`src/rtl/cabac_pkg.sv`:
```
// Shared CABAC decoder types and widths used by the bypass-bin bitstream feeder.
package cabac_pkg;

    localparam int EP_MAX_BINS = 3;
    localparam int VALUE_W     = 16;
    localparam int ADDEND_W    = 17;

    typedef enum logic [1:0] {
        FS_IDLE    = 2'd0,
        FS_LOAD_HI = 2'd1,
        FS_LOAD_LO = 2'd2,
        FS_RUN     = 2'd3
    } feeder_state_t;

endpackage

```
`src/rtl/ep_bit_buffer.sv`:
```
// MSB-aligned stream bit buffer: bit k of the stream sits at buf_q[BUF_W-1-k].
// Bits at or beyond bit_cnt are always zero, so a new byte can be OR-ed into place.
module ep_bit_buffer #(
    parameter int BUF_W = 24,
    parameter int CNT_W = 5
) (
    input  logic             clk,
    input  logic             rst_n,
    input  logic             flush,
    input  logic             consume_en,
    input  logic [1:0]       consume_n,
    input  logic             insert_en,
    input  logic [7:0]       insert_byte,
    output logic [BUF_W-1:0] buf_q,
    output logic [CNT_W-1:0] bit_cnt
);

    logic [BUF_W-1:0] shifted;
    logic [BUF_W-1:0] ins_vec;
    logic [BUF_W-1:0] buf_d;
    logic [CNT_W-1:0] cnt_after;
    logic [CNT_W-1:0] cnt_d;

    always_comb begin
        shifted   = buf_q;
        cnt_after = bit_cnt;
        ins_vec   = '0;
        if (consume_en) begin
            shifted   = buf_q << consume_n;
            cnt_after = bit_cnt - CNT_W'(consume_n);
        end
        // The incoming byte lands right after whatever survives this cycle's consume.
        if (insert_en) begin
            ins_vec = {insert_byte, {(BUF_W-8){1'b0}}} >> cnt_after;
        end
        buf_d = shifted | ins_vec;
        cnt_d = cnt_after + (insert_en ? CNT_W'(8) : CNT_W'(0));
        if (flush) begin
            buf_d = '0;
            cnt_d = '0;
        end
    end

    always_ff @(posedge clk or negedge rst_n) begin
        if (!rst_n) begin
            buf_q   <= '0;
            bit_cnt <= '0;
        end else begin
            buf_q   <= buf_d;
            bit_cnt <= cnt_d;
        end
    end

endmodule

```
`src/rtl/ep_bit_feeder.sv`:
```
// Bitstream feeder for the bypass bin decoder: owns the 16-bit value register
// and presents the next 1..3 stream bits as addends for a multi-bin EP decode.
//
// state   | meaning
// --------+---------------------------------------------------------
// IDLE    | after reset, waiting for init
// LOAD_HI | taking first slice byte into m_value[15:8]
// LOAD_LO | taking second slice byte into m_value[7:0]
// RUN     | filling bit buffer, serving EP decode requests
module ep_bit_feeder
    import cabac_pkg::*;
#(
    parameter int BUF_W    = 24,
    parameter int MAX_BINS = EP_MAX_BINS
) (
    input  logic                clk,
    input  logic                rst_n,
    input  logic                init,
    input  logic [7:0]          byte_in,
    input  logic                byte_valid,
    output logic                byte_ready,
    output logic [VALUE_W-1:0]  m_value,
    output logic [ADDEND_W-1:0] new_m_value_in0,
    output logic [ADDEND_W-1:0] new_m_value_in1,
    output logic [ADDEND_W-1:0] new_m_value_in2,
    input  logic                ep_valid,
    input  logic [1:0]          n_bin,
    input  logic [VALUE_W-1:0]  m_value_upd,
    output logic                ep_ready,
    output logic [4:0]          bit_cnt
);

    localparam int CNT_W = 5;

    feeder_state_t    state;
    logic [BUF_W-1:0] buf_q;
    logic             ep_accept;
    logic             buf_insert;
    logic [1:0]       consume_n;
    logic [CNT_W-1:0] need_bits;

    assign need_bits = CNT_W'(n_bin) + CNT_W'(1);
    assign consume_n = n_bin + 2'd1;

    always_comb begin
        byte_ready = 1'b0;
        unique case (state)
            FS_LOAD_HI, FS_LOAD_LO: byte_ready = 1'b1;
            FS_RUN:                 byte_ready = (bit_cnt <= CNT_W'(BUF_W - 8));
            default:                byte_ready = 1'b0;
        endcase
    end

    // n_bin beyond MAX_BINS-1 is never servable, regardless of buffer fill.
    assign ep_ready = (state == FS_RUN)
                   && (CNT_W'(n_bin) < CNT_W'(MAX_BINS))
                   && (bit_cnt >= need_bits);

    assign ep_accept  = ep_valid && ep_ready && !init;
    assign buf_insert = byte_valid && byte_ready && (state == FS_RUN) && !init;

    ep_bit_buffer #(
        .BUF_W (BUF_W),
        .CNT_W (CNT_W)
    ) u_buf (
        .clk         (clk),
        .rst_n       (rst_n),
        .flush       (init),
        .consume_en  (ep_accept),
        .consume_n   (consume_n),
        .insert_en   (buf_insert),
        .insert_byte (byte_in),
        .buf_q       (buf_q),
        .bit_cnt     (bit_cnt)
    );

    always_ff @(posedge clk or negedge rst_n) begin
        if (!rst_n) begin
            state   <= FS_IDLE;
            m_value <= '0;
        end else if (init) begin
            state <= FS_LOAD_HI;
        end else begin
            unique case (state)
                FS_IDLE: begin
                    state <= FS_IDLE;
                end
                FS_LOAD_HI: begin
                    if (byte_valid) begin
                        m_value[15:8] <= byte_in;
                        state         <= FS_LOAD_LO;
                    end
                end
                FS_LOAD_LO: begin
                    if (byte_valid) begin
                        m_value[7:0] <= byte_in;
                        state        <= FS_RUN;
                    end
                end
                FS_RUN: begin
                    if (ep_accept) begin
                        m_value <= m_value_upd;
                    end
                end
                default: state <= FS_IDLE;
            endcase
        end
    end

    // Addends past the valid fill are forced to zero so they are deterministic.
    assign new_m_value_in0 = {{(ADDEND_W-1){1'b0}}, (bit_cnt > CNT_W'(0)) & buf_q[BUF_W-1]};
    assign new_m_value_in1 = {{(ADDEND_W-1){1'b0}}, (bit_cnt > CNT_W'(1)) & buf_q[BUF_W-2]};
    assign new_m_value_in2 = {{(ADDEND_W-1){1'b0}}, (bit_cnt > CNT_W'(2)) & buf_q[BUF_W-3]};

    a_nbin_legal: assert property (@(posedge clk) disable iff (!rst_n)
        ep_valid |-> (n_bin != 2'd3));

endmodule

```
`config.mk`:
```
export PLATFORM = sky130hd
export DESIGN_NAME = ep_bit_feeder
export DESIGN_NICKNAME = d
export VERILOG_FILES = /design/src/rtl/cabac_pkg.sv /design/src/rtl/ep_bit_buffer.sv /design/src/rtl/ep_bit_feeder.sv
export SDC_FILE = /design/constraint.sdc
export NUM_CORES = 1
export LEC_CHECK = 0
export CORE_MARGIN = 8
export CORE_UTILIZATION = 50
export DETAILED_ROUTE_END_ITERATION = 8
export GPL_TIMING_DRIVEN = 0
export PLACE_DENSITY_LB_ADDON = 0.05
export SYNTH_ARGS = -nofsm -noshare
export SYNTH_HDL_FRONTEND = slang
export SYNTH_HIERARCHICAL = 1
export SYNTH_SLANG_ARGS = --single-unit
```
`constraint.sdc`:
```
create_clock -name clk -period 4.5 [get_ports clk]
set_clock_uncertainty 0.1 [all_clocks]
set_input_delay 1.35 -clock clk [delete_from_list [all_inputs] [get_ports clk]]
set_output_delay 1.35 -clock clk [all_outputs]
set_load 0.03 [all_outputs]
```
Yosys cells after proc, flatten, opt, wreduce, memory -nomap -nowiden

Cells that the tools add are included.

$add $sub $neg: 4
$lt $le $gt $ge: 6
Eq/ne operators: 8
Shift-type cells: 2
Multiplexer cells: 15
Bitwise gates (word level): 5
Reductions and logical operators: 16

Operator list:

| cell                 | count |
|---|---|
| $mux W24             | 3 |
| $pmux W8 S2          | 2 |
| $or A24 B24 Y24      | 1 |
| $shl A24 B2 Y24      | 1 |
| $shr A24 B5 Y24      | 1 |
| $mux W16             | 1 |
| $gt A5 B1 Y1 const B | 2 |
| $mux W5              | 2 |
| $mux W8              | 1 |
| $reduce_and A4 Y1    | 2 |
| $logic_and A1 B1 Y1  | 7 |
| $mux W2              | 3 |
| $ne A2 B2 Y1 const B | 3 |
| $ne A3 B3 Y1 const B | 2 |
| $pmux W2 S3          | 1 |
| $add A5 B5 Y5        | 1 |
| $ge A5 B3 Y1         | 1 |
| $gt A5 B2 Y1 const B | 1 |
| $le A5 B5 Y1 const B | 1 |
| $sub A5 B2 Y5        | 1 |
| $eq A2 B2 Y1 const B | 2 |
| $mux W4              | 1 |
| $reduce_bool A2 Y1   | 2 |
| $reduce_bool A4 Y1   | 1 |
| other kinds (11)     | 13 |

Register bits: 47
Input bits: 31

Depth between registers and ports, before layout

Gate-level depths: netlist of the first run.

Depth in word-level cells: 10
Gate-level depth with buffers: 14
Depth with buffers taken out: 12

Hierarchy

The synthesis of the first run kept the hierarchy.

Modules (own cells, without submodules):

| module        | instances | cells an instance | area each (µm²) |
|---|---|---|---|
| ep_bit_buffer | 1         | 300               | 2,549.9 |
| ep_bit_feeder | 1         | 170               | 1,545.2 |

Worst setup path after synthesis of the first run

No wires, ideal clock.

Path kind: input to register
Start point: input port n_bin[0]
End point: register u_buf.buf_q[0]
Setup time: 0.137 ns
Arrival: 4.153 ns
Required time: 4.263 ns
Path slack: 0.110 ns
Stages on the path: 13
Cell sequence: ha_1 inv_1 ha_1 a2111oi_0 o21ai_0 and2_2 buf_4 or2_2 clkbuf_1 nand2_1 mux2_2 o21ai_0 o31ai_1

Cells in the longest elaborated chain, start to end: 10
Elaborated cells on any way between the ends: 16
Those cells by class: add/sub (3); order compare (2); shift (2); mux (4); bitwise (1); reduce/logical (4)

Ends and longest elaborated chain:

| element                                                    | line                                     | source |
|---|---|---|
| start: declaration                                         | ep_bit_feeder.sv:27                      | `input logic [1:0] n_bin,` |
| $add A2 B1 Y3 / $lt A2 B2 Y1 (equally long branches)       | ep_bit_feeder.sv:42, ep_bit_feeder.sv:56 |  |
| $ge A5 B3 Y1 / $logic_and A1 B1 Y1 (equally long branches) | ep_bit_feeder.sv:57, ep_bit_feeder.sv:56 |  |
| $logic_and A1 B1 Y1 *                                      | ep_bit_feeder.sv:57                      | `&& (bit_cnt >= need_bits);` |
| $logic_and A1 B1 Y1 * (2 in a row)                         | ep_bit_feeder.sv:59                      | `assign ep_accept = ep_valid && ep_ready && !init;` |
| via ep_accept                                              | ep_bit_feeder.sv:37                      | `logic ep_accept;` |
| $mux W5                                                    | ep_bit_buffer.sv:28                      | `if (consume_en) begin` |
| $shr A24 B5 Y24                                            | ep_bit_buffer.sv:34                      | `ins_vec = {insert_byte, {(BUF_W-8){1'b0}}} >> cnt_after;` |
| $mux W24                                                   | ep_bit_buffer.sv:33                      | `if (insert_en) begin` |
| $or A24 B24 Y24 *                                          | ep_bit_buffer.sv:36                      | `buf_d = shifted \| ins_vec;` |
| $mux W24 *                                                 | ep_bit_buffer.sv:38                      | `if (flush) begin` |
| via u_buf.buf_d[0]                                         | ep_bit_buffer.sv:20                      | `logic [BUF_W-1:0] buf_d;` |
| end signal: assignment                                     | ep_bit_buffer.sv:49                      | `buf_q <= buf_d;` |
| end: declaration                                           | ep_bit_buffer.sv:14                      | `output logic [BUF_W-1:0] buf_q,` |

The timed path passes the listed nets; every way through them passes the cells marked *.
A chain may end at the register's enable or synchronous reset.

Final worst setup path of the first run

Start point: input port n_bin[0]
End point: register u_buf.buf_q[20]

Elaborated cells on any way between the ends: 16
Those cells by class: add/sub (3); order compare (2); shift (2); mux (4); bitwise (1); reduce/logical (4)

RTL lines:

| element             | line                | source |
|---|---|---|
| $add A2 B1 Y2 *     | ep_bit_feeder.sv:43 | `assign consume_n = n_bin + 2'd1;` |
| via consume_n[1]    | ep_bit_feeder.sv:39 | `logic [1:0] consume_n;` |
| $sub A5 B2 Y5       | ep_bit_buffer.sv:30 | `cnt_after = bit_cnt - CNT_W'(consume_n);` |
| $mux W5             | ep_bit_buffer.sv:28 |  |
| $shr A24 B5 Y24     | ep_bit_buffer.sv:34 |  |
| $mux W24            | ep_bit_buffer.sv:33 |  |
| $or A24 B24 Y24 *   | ep_bit_buffer.sv:36 |  |
| $mux W24 *          | ep_bit_buffer.sv:38 |  |
| via u_buf.buf_d[20] | ep_bit_buffer.sv:20 |  |

Marked as above.

==> results.py, run 1 <==
metrics = {
    "global_route": {
        "antenna_found_initial": 0,
        "grt_pass1_wl_um": 20600,
        "track_usage_pct": 22.3,
        "grt_overflow": 0,
        "grt_pass1_vias": 4036,
        "grt_max_degree": 27,
    },
    "placed_design": {
        "numPlacedInstances": 679,
        "io_buffers": 56,
        "gp_congestion": 0.997,
        "place_ws_ps": -1070,
        "hpwl_um": 9800,
    },
    "cts": {
        "htree_num_levels": 2,
        "clk_pin_slew_ps": 90,
        "cts_tree": "built",
        "numCtsBuffers": 5,
        "cts_sinks": 47,
        "root_buffer": "clkbuf_8",
        "insertion_delay_ps": 310,
        "clock_path_buffers": 2,
    },
    "min_path": {
        "min_path_type": "reg -> reg",
    },
    "cells_and_area": {
        "syn_to_final_growth_pct": 29.0,
        "layout_common_cells": "buf_4, clkdlybuf4s50_1, conb_1",
        "layout.cells.non_filler": 689,
        "final_core_util_pct": 65.3,
        "fin_nets": 626,
        "diodes": 0,
        "fillers": 700,
        "drive_above_1_share_pct": 21.7,
    },
    "sta": {
        "tns_ps": 0,
        "setup_viol": 0,
        "hold_ws_ps": 417,
        "fin_crit_sh_pct": 97.2,
        "tightestPinTransition_ps": 871,
        "setup_ws_ps": 128,
        "period_needed_ps": 4370,
        "hold_viol_final": 0,
        "slew_headroom_pct": 41.4,
        "timing.fmax_mhz": 229,
        "drv_slew": 0,
    },
    "die": {
        "die_h_um": 107,
        "start_util_pct": 50.6,
        "core_mm2": 0.00809,
        "dieArea_mm2": 0.0113,
        "ioPinCount": 105,
        "rows": 33,
        "die_w_um": 107,
    },
    "power_and_ir_drop": {
        "leakage_nw": 2.26,
        "power_density_mw_per_mm2": 344,
        "peakVddDrop_v": 0.000321,
    },
    "logic_synthesis": {
        "syn_area_mm2": 0.00410,
        "synthCells": 470,
        "synth_edf_count": 0,
        "postSynthAreaPerCell_um2": 8.71,
        "yosysSeqAreaShare_pct": 28.7,
        "ys.flop_type": "dfrtp_1",
        "ys.warnings.count": 6,
        "ys_seq_elements": 47,
        "async_flop_share_pct": 100,
        "netlist-cell-type-count": 66,
    },
    "setup_path": {
        "critPathArrivalTime_ps": 4440,
        "crit_type": "in -> reg",
        "crit_required_ps": 4560,
        "critPathMaxFanout": 10,
        "crit_path_end_kind": "register",
        "critical_path.startpoint_type": "input pin",
    },
    "route": {
        "drt-total-wl_um": 12700,
        "drcViolationCount": 0,
        "ant_nets": 0,
        "num_vias": 4003,
        "wl_per_cell_um": 18.5,
        "avgViaCountPerCell": 5.81,
        "drt_iter0_drc": 295,
        "drt_pass1_iterations": 7,
    },
    "flow_run": {
        "cap_violations": 0,
    },
    "run_status": {
        "status": "complete, no violations",
    },
}
kinds of logic after synthesis:
kind of cell               synth area share (%)
adders and majority gates                  3.85
DFF                                        28.7
muxes                                      11.6
AOI/OAI and AO/OA                          24.6
xor gates and xnor gates                   1.50
other                                    0.0916
buffers and inverters                      12.9
and+or+nand+nor                            16.8
power by group:
part           total (mW)  switching (mW)  internal (mW)
registers           0.568          0.0587          0.510
clock network       0.299           0.158          0.140
logic               0.951           0.546          0.405
worst max-delay path: stages:
cell and delay, ps:
dlygate4sd2_1 270, ha_4 300, buf_12 100, clkinv_1 230, clkbuf_2 320, ha_1 320
nor2b_1 160, or4b_1 450, buf_2 170, and4_1 250, buf_2 210, o21ai_0 180
a21oi_1 120
sequential cells by signal, indices dropped and copies added, names as in the netlist:
name           count
m_value           16
u_buf/buf_q       24
state              2
u_buf/bit_cnt      5
synthesized netlist by cell type (3+ instances only):
| library cell | number | share of area [%] |
|---|---|---|
| a221oi_1 | 11 | 2.4 |
| clkbuf_1 | 19 | 1.7 |
| o21ai_0 | 15 | 1.8 |
| nand2_1 | 46 | 4.2 |
| mux2_2 | 19 | 5.2 |
| nand2b_1 | 16 | 2.4 |
| a21oi_1 | 22 | 2.7 |
| nand3_1 | 14 | 1.7 |
| o31ai_1 | 10 | 1.8 |
| dfrtp_1 | 47 | 29 |
| a211oi_1 | 14 | 2.6 |
| a221o_1 | 5 | 1.2 |
| o21bai_1 | 3 | 0.55 |
| a31oi_1 | 11 | 1.7 |
| ha_1 | 11 | 3.4 |
| nor2b_1 | 6 | 0.92 |
| nand4_1 | 3 | 0.46 |
| mux4_2 | 4 | 2.2 |
| xnor2_1 | 5 | 1.1 |
| o211ai_1 | 3 | 0.55 |
| nor3_1 | 4 | 0.49 |
| mux2i_1 | 17 | 4.2 |
| a22oi_1 | 3 | 0.55 |
| buf_4 | 49 | 9.0 |
| and2_1 | 6 | 0.92 |
| inv_1 | 13 | 1.2 |
| o221ai_1 | 3 | 0.64 |
| nor2_1 | 28 | 2.6 |
| buf_2 | 4 | 0.49 |
| buf_1 | 3 | 0.27 |
| o22ai_1 | 16 | 2.4 |
layout make-up:
cell class                      instances  area, µm²  area share, %
Clock inverter                          1       7.51          0.142
Buffer                                 74        475           9.00
Clock buffer                            7       96.3           1.82
Inverter                               15       56.3           1.07
Multi-Input combinational cell        380       2720           51.5
Sequential cell                        47       1180           22.3
Timing Repair Buffer                   60        618           11.7
Tap cell                              105        131           2.49
layer usage:
layer / share of wire (%) / wire, µm / vias to the layer above / global-route usage (%)
met5: 0 / 0 / - / 0
met4: 3.2 / 406 / 0 / 9.55
met3: 6.9 / 884 / 35 / 5.14
met2: 50 / 6320 / 192 / 38.0
met1: 40 / 5140 / 1913 / 26.2
li1: - / - / 1863 / -
path summary, 6_finish.rpt:
check	cells after the start	endpoint	from	slack (ps)
worst min-delay path	1	m_value[0]	m_value[0]	420
worst min register to register	1	m_value[0]	m_value[0]	420
worst max-delay path	13	u_buf/buf_q[20]	n_bin[0]	130
min in group asynchronous	1	u_buf/buf_q[19]	rst_n	930
max in group asynchronous	2	m_value[2]	rst_n	2830
worst max register to register	9	u_buf/buf_q[20]	state[1]	990
repair_timing:
item / 4_1_cts / 5_1_grt
gates resized for setup: 20 / 30
endpoints found under the hold margin: 0 / 0
hold buffers: 0 / 0
pin swaps: 2 / 4
endpoints found under the setup margin: 28 / 22
buffers inserted: 1 / 2
per-stage QoR:
stage / area [µm²] / power (mW)
6_report: 5280 / 1.82
5_1_grt: 5280 / 1.93
4_1_cts: 5130 / 1.81
3_5_place_dp: 4980 / 1.50
3_3_place_gp: 4960 / 1.48
2_1_floorplan: 4270 / 1.18
Power figures use the tool's default switching activity.
==> inputs of run 2 (changes only) <==
--- a/config.mk
+++ b/config.mk
@@ -5,6 +5,7 @@
 export SDC_FILE = /design/constraint.sdc
 export NUM_CORES = 1
 export LEC_CHECK = 0
+export ABC_AREA = 1
 export CORE_MARGIN = 8
 export CORE_UTILIZATION = 50
 export DETAILED_ROUTE_END_ITERATION = 8
==> run 2 against run 1 <==
Against the previous run: first-iteration DRC count decreased by 5.8%; global-route usage decreased by 0.99 points; critical path type is now in -> out; maximum frequency decreased by 0.19%; core utilization decreased by 0.79 points; final area decreased by 5.2%; area after synthesis decreased by 1.6%.
==> results.py, run 2 <==
metrics = {
    "power_and_ir_drop": {
        "power_frac_comb_pct": 54.0,
        "p_seq_share_pct": 31.3,
        "p_switching_uw": 822,
        "switching_share_pct": 45.8,
        "intPower_uw": 972,
        "peakVddDrop_v": 0.000346,
        "p_clk_share_pct": 14.7,
        "power_density_mw_per_mm2": 358,
        "leakage_nw": 2.60,
    },
    "cells_and_area": {
        "reg_top3": "u_buf/buf_q x24, m_value x16, u_buf/bit_cnt x5",
        "largest_register_ff_count": 24,
        "syn_to_final_growth_pct": 24.4,
        "top_register": "u_buf/buf_q",
        "layout_common_cells": "nand2_1, inv_1, nand3_1",
        "fillers": 762,
        "final_common_cell": "nand2_1",
        "fin_nets": 751,
        "drive_above_1_share_pct": 13.8,
        "diodes": 0,
    },
    "cts": {
        "clock_path_buffers": 2,
        "htree_num_levels": 2,
        "insertion_delay_ps": 310,
        "cts_sinks": 47,
        "numCtsBuffers": 5,
        "cts_tree": "built",
        "clk_pin_slew_ps": 90,
        "root_buffer": "clkbuf_8",
        "hold_buffers": 0,
    },
    "global_route": {
        "grt_pass1_vias": 4030,
        "track_usage_pct": 21.3,
        "grt_max_degree": 26,
        "grt_overflow": 0,
        "antenna_found_initial": 0,
        "grt_pass1_wl_um": 19800,
    },
    "sta": {
        "tightestPinTransition_ps": 866,
        "rsz0062_at_grt": "false",
        "hold_viol_final": 0,
        "fin_crit_sh_pct": 97.3,
        "setup_viol": 0,
        "drv_slew": 0,
        "slew_headroom_pct": 41.8,
        "hold_ws_ps": 384,
        "timing.fmax_mhz": 228,
        "setup_ws_ps": 120,
        "period_needed_ps": 4380,
    },
    "placed_design": {
        "place_ws_ps": -579,
        "hpwl_um": 9610,
        "gp_congestion": 1.01,
        "io_buffers": 56,
    },
    "route": {
        "drt_pass1_iterations": 6,
        "ant_nets": 0,
        "avgViaCountPerCell": 5.15,
        "drt_iter0_drc": 278,
        "num_vias": 4179,
        "drt-total-wl_um": 11900,
        "drcViolationCount": 0,
        "wl_per_cell_um": 14.7,
    },
    "logic_synthesis": {
        "async_flop_share_pct": 100,
        "synthTopCellsByArea": "dfrtp_1, nand2_1, buf_4",
        "ys_seq_elements": 47,
        "synth_top_area_share_pct": 29.2,
        "synthTopCellsByCount": "nand2_1, inv_1, nand3_1",
        "postSynthAreaPerCell_um2": 6.76,
        "syn_area_mm2": 0.00403,
        "netlist-cell-type-count": 39,
        "ys.warnings.count": 6,
        "synth_top_area_cell": "dfrtp_1",
        "yosysSeqAreaShare_pct": 29.2,
        "synthCells": 596,
        "synth.most_common_cell": "nand2_1",
        "synth_edf_count": 0,
        "ys.flop_type": "dfrtp_1",
    },
    "die": {
        "start_util_pct": 51.9,
        "rows": 32,
        "die_h_um": 106,
        "die_w_um": 106,
        "ioPinCount": 105,
        "dieArea_mm2": 0.0112,
        "core_mm2": 0.00777,
    },
    "setup_path": {
        "critPathArrivalTime_ps": 2930,
        "critPathMaxFanout": 2,
        "critical_path.startpoint_type": "input pin",
        "crit_path_end_kind": "primary output",
        "crit_required_ps": 3050,
        "crit_type": "in -> out",
    },
    "run_status": {
        "status": "complete, no violations",
    },
    "min_path": {
        "min_path_type": "reg -> reg",
    },
    "flow_run": {
        "cap_violations": 0,
    },
}
## run 2: repair_timing
item	4_1_cts	5_1_grt
gates cloned	0	0
gates resized for setup	8	0
buffers inserted	0	1
pin swaps	0	1
endpoints found under the setup margin	1	1
## run 2: power by group through the flow
| stage | combinational [mW] | sequential [mW] | clock, mW |
|---|---|---|---|
| final | 0.969 | 0.561 | 0.264 |
| after detailed placement | 0.964 | 0.565 | 0 |
| after CTS | 0.969 | 0.560 | 0.270 |
| after floorplan | 0.523 | 0.692 | 0 |
| after global routing | 1.06 | 0.572 | 0.288 |
| after global placement | 0.951 | 0.566 | 0 |
## run 2: critical path, stage by stage
cell	delay, ps
clkdlybuf4s50_1	520
ha_4	170
inv_1	40
ha_1	280
nand2_1	70
nand2_1	50
nor2_1	80
nand2_1	100
nand2_1	80
inv_1	40
buf_4	160
## run 2: cells by family after synthesis
logic type	count (synthesis)	synth area share (%)
flops	47	29.2
fa+ha+maj	12	3.91
xor+xnor	1	0.217
other cells	1	0.0931
compound gates	87	13.7
simple gates	308	33.7
buf+inv	140	19.1
## run 2: cell type report
class | count | area, µm² | share of cell area (%)
Buffer | 69 | 499 | 9.97
Clock buffer | 6 | 72.6 | 1.45
Clock inverter | 2 | 12.5 | 0.250
Inverter | 71 | 272 | 5.42
Multi-Input combinational cell | 456 | 2270 | 45.3
Sequential cell | 47 | 1180 | 23.5
Tap cell | 102 | 128 | 2.55
Timing Repair Buffer | 58 | 581 | 11.6
## run 2: routing by layer
| layer | GRT usage [%] | vias up | share of wire [%] |
|---|---|---|---|
| met5 | 0 | - | 0 |
| li1 | - | 2063 | - |
| met2 | 35.0 | 213 | 47 |
| met4 | 4.32 | 0 | 0.91 |
| met1 | 27.8 | 1891 | 43 |
| met3 | 4.99 | 12 | 8.8 |
## run 2: per-stage QoR
step | setup TNS [ps] | instance area, µm² | utilization [%] | instances | power, mW
after floorplan | 0 | 4200 | - | 643 | 1.22
after global placement | -530 | 4890 | 63.0 | 801 | 1.52
after detailed placement | -756 | 4910 | 63.2 | 802 | 1.53
after CTS | 0 | 5000 | 64.4 | 810 | 1.80
after global routing | 0 | 5010 | 64.5 | 811 | 1.92
final | 0 | 5010 | 64.5 | 811 | 1.79
## run 2: path summary, 6_finish.rpt
check                                 start               end  slack (ps)  depth (start not counted)
setup reg to reg           u_buf/bit_cnt[2]   u_buf/buf_q[11]        1620                         12
setup / recovery                   n_bin[0]          ep_ready         120                         11
max in group asynchronous             rst_n  u_buf/bit_cnt[3]        2860                          2
hold reg to reg                  m_value[8]        m_value[8]         380                          2
hold / removal                   m_value[8]        m_value[8]         380                          2
min in group asynchronous             rst_n        m_value[6]         910                          1
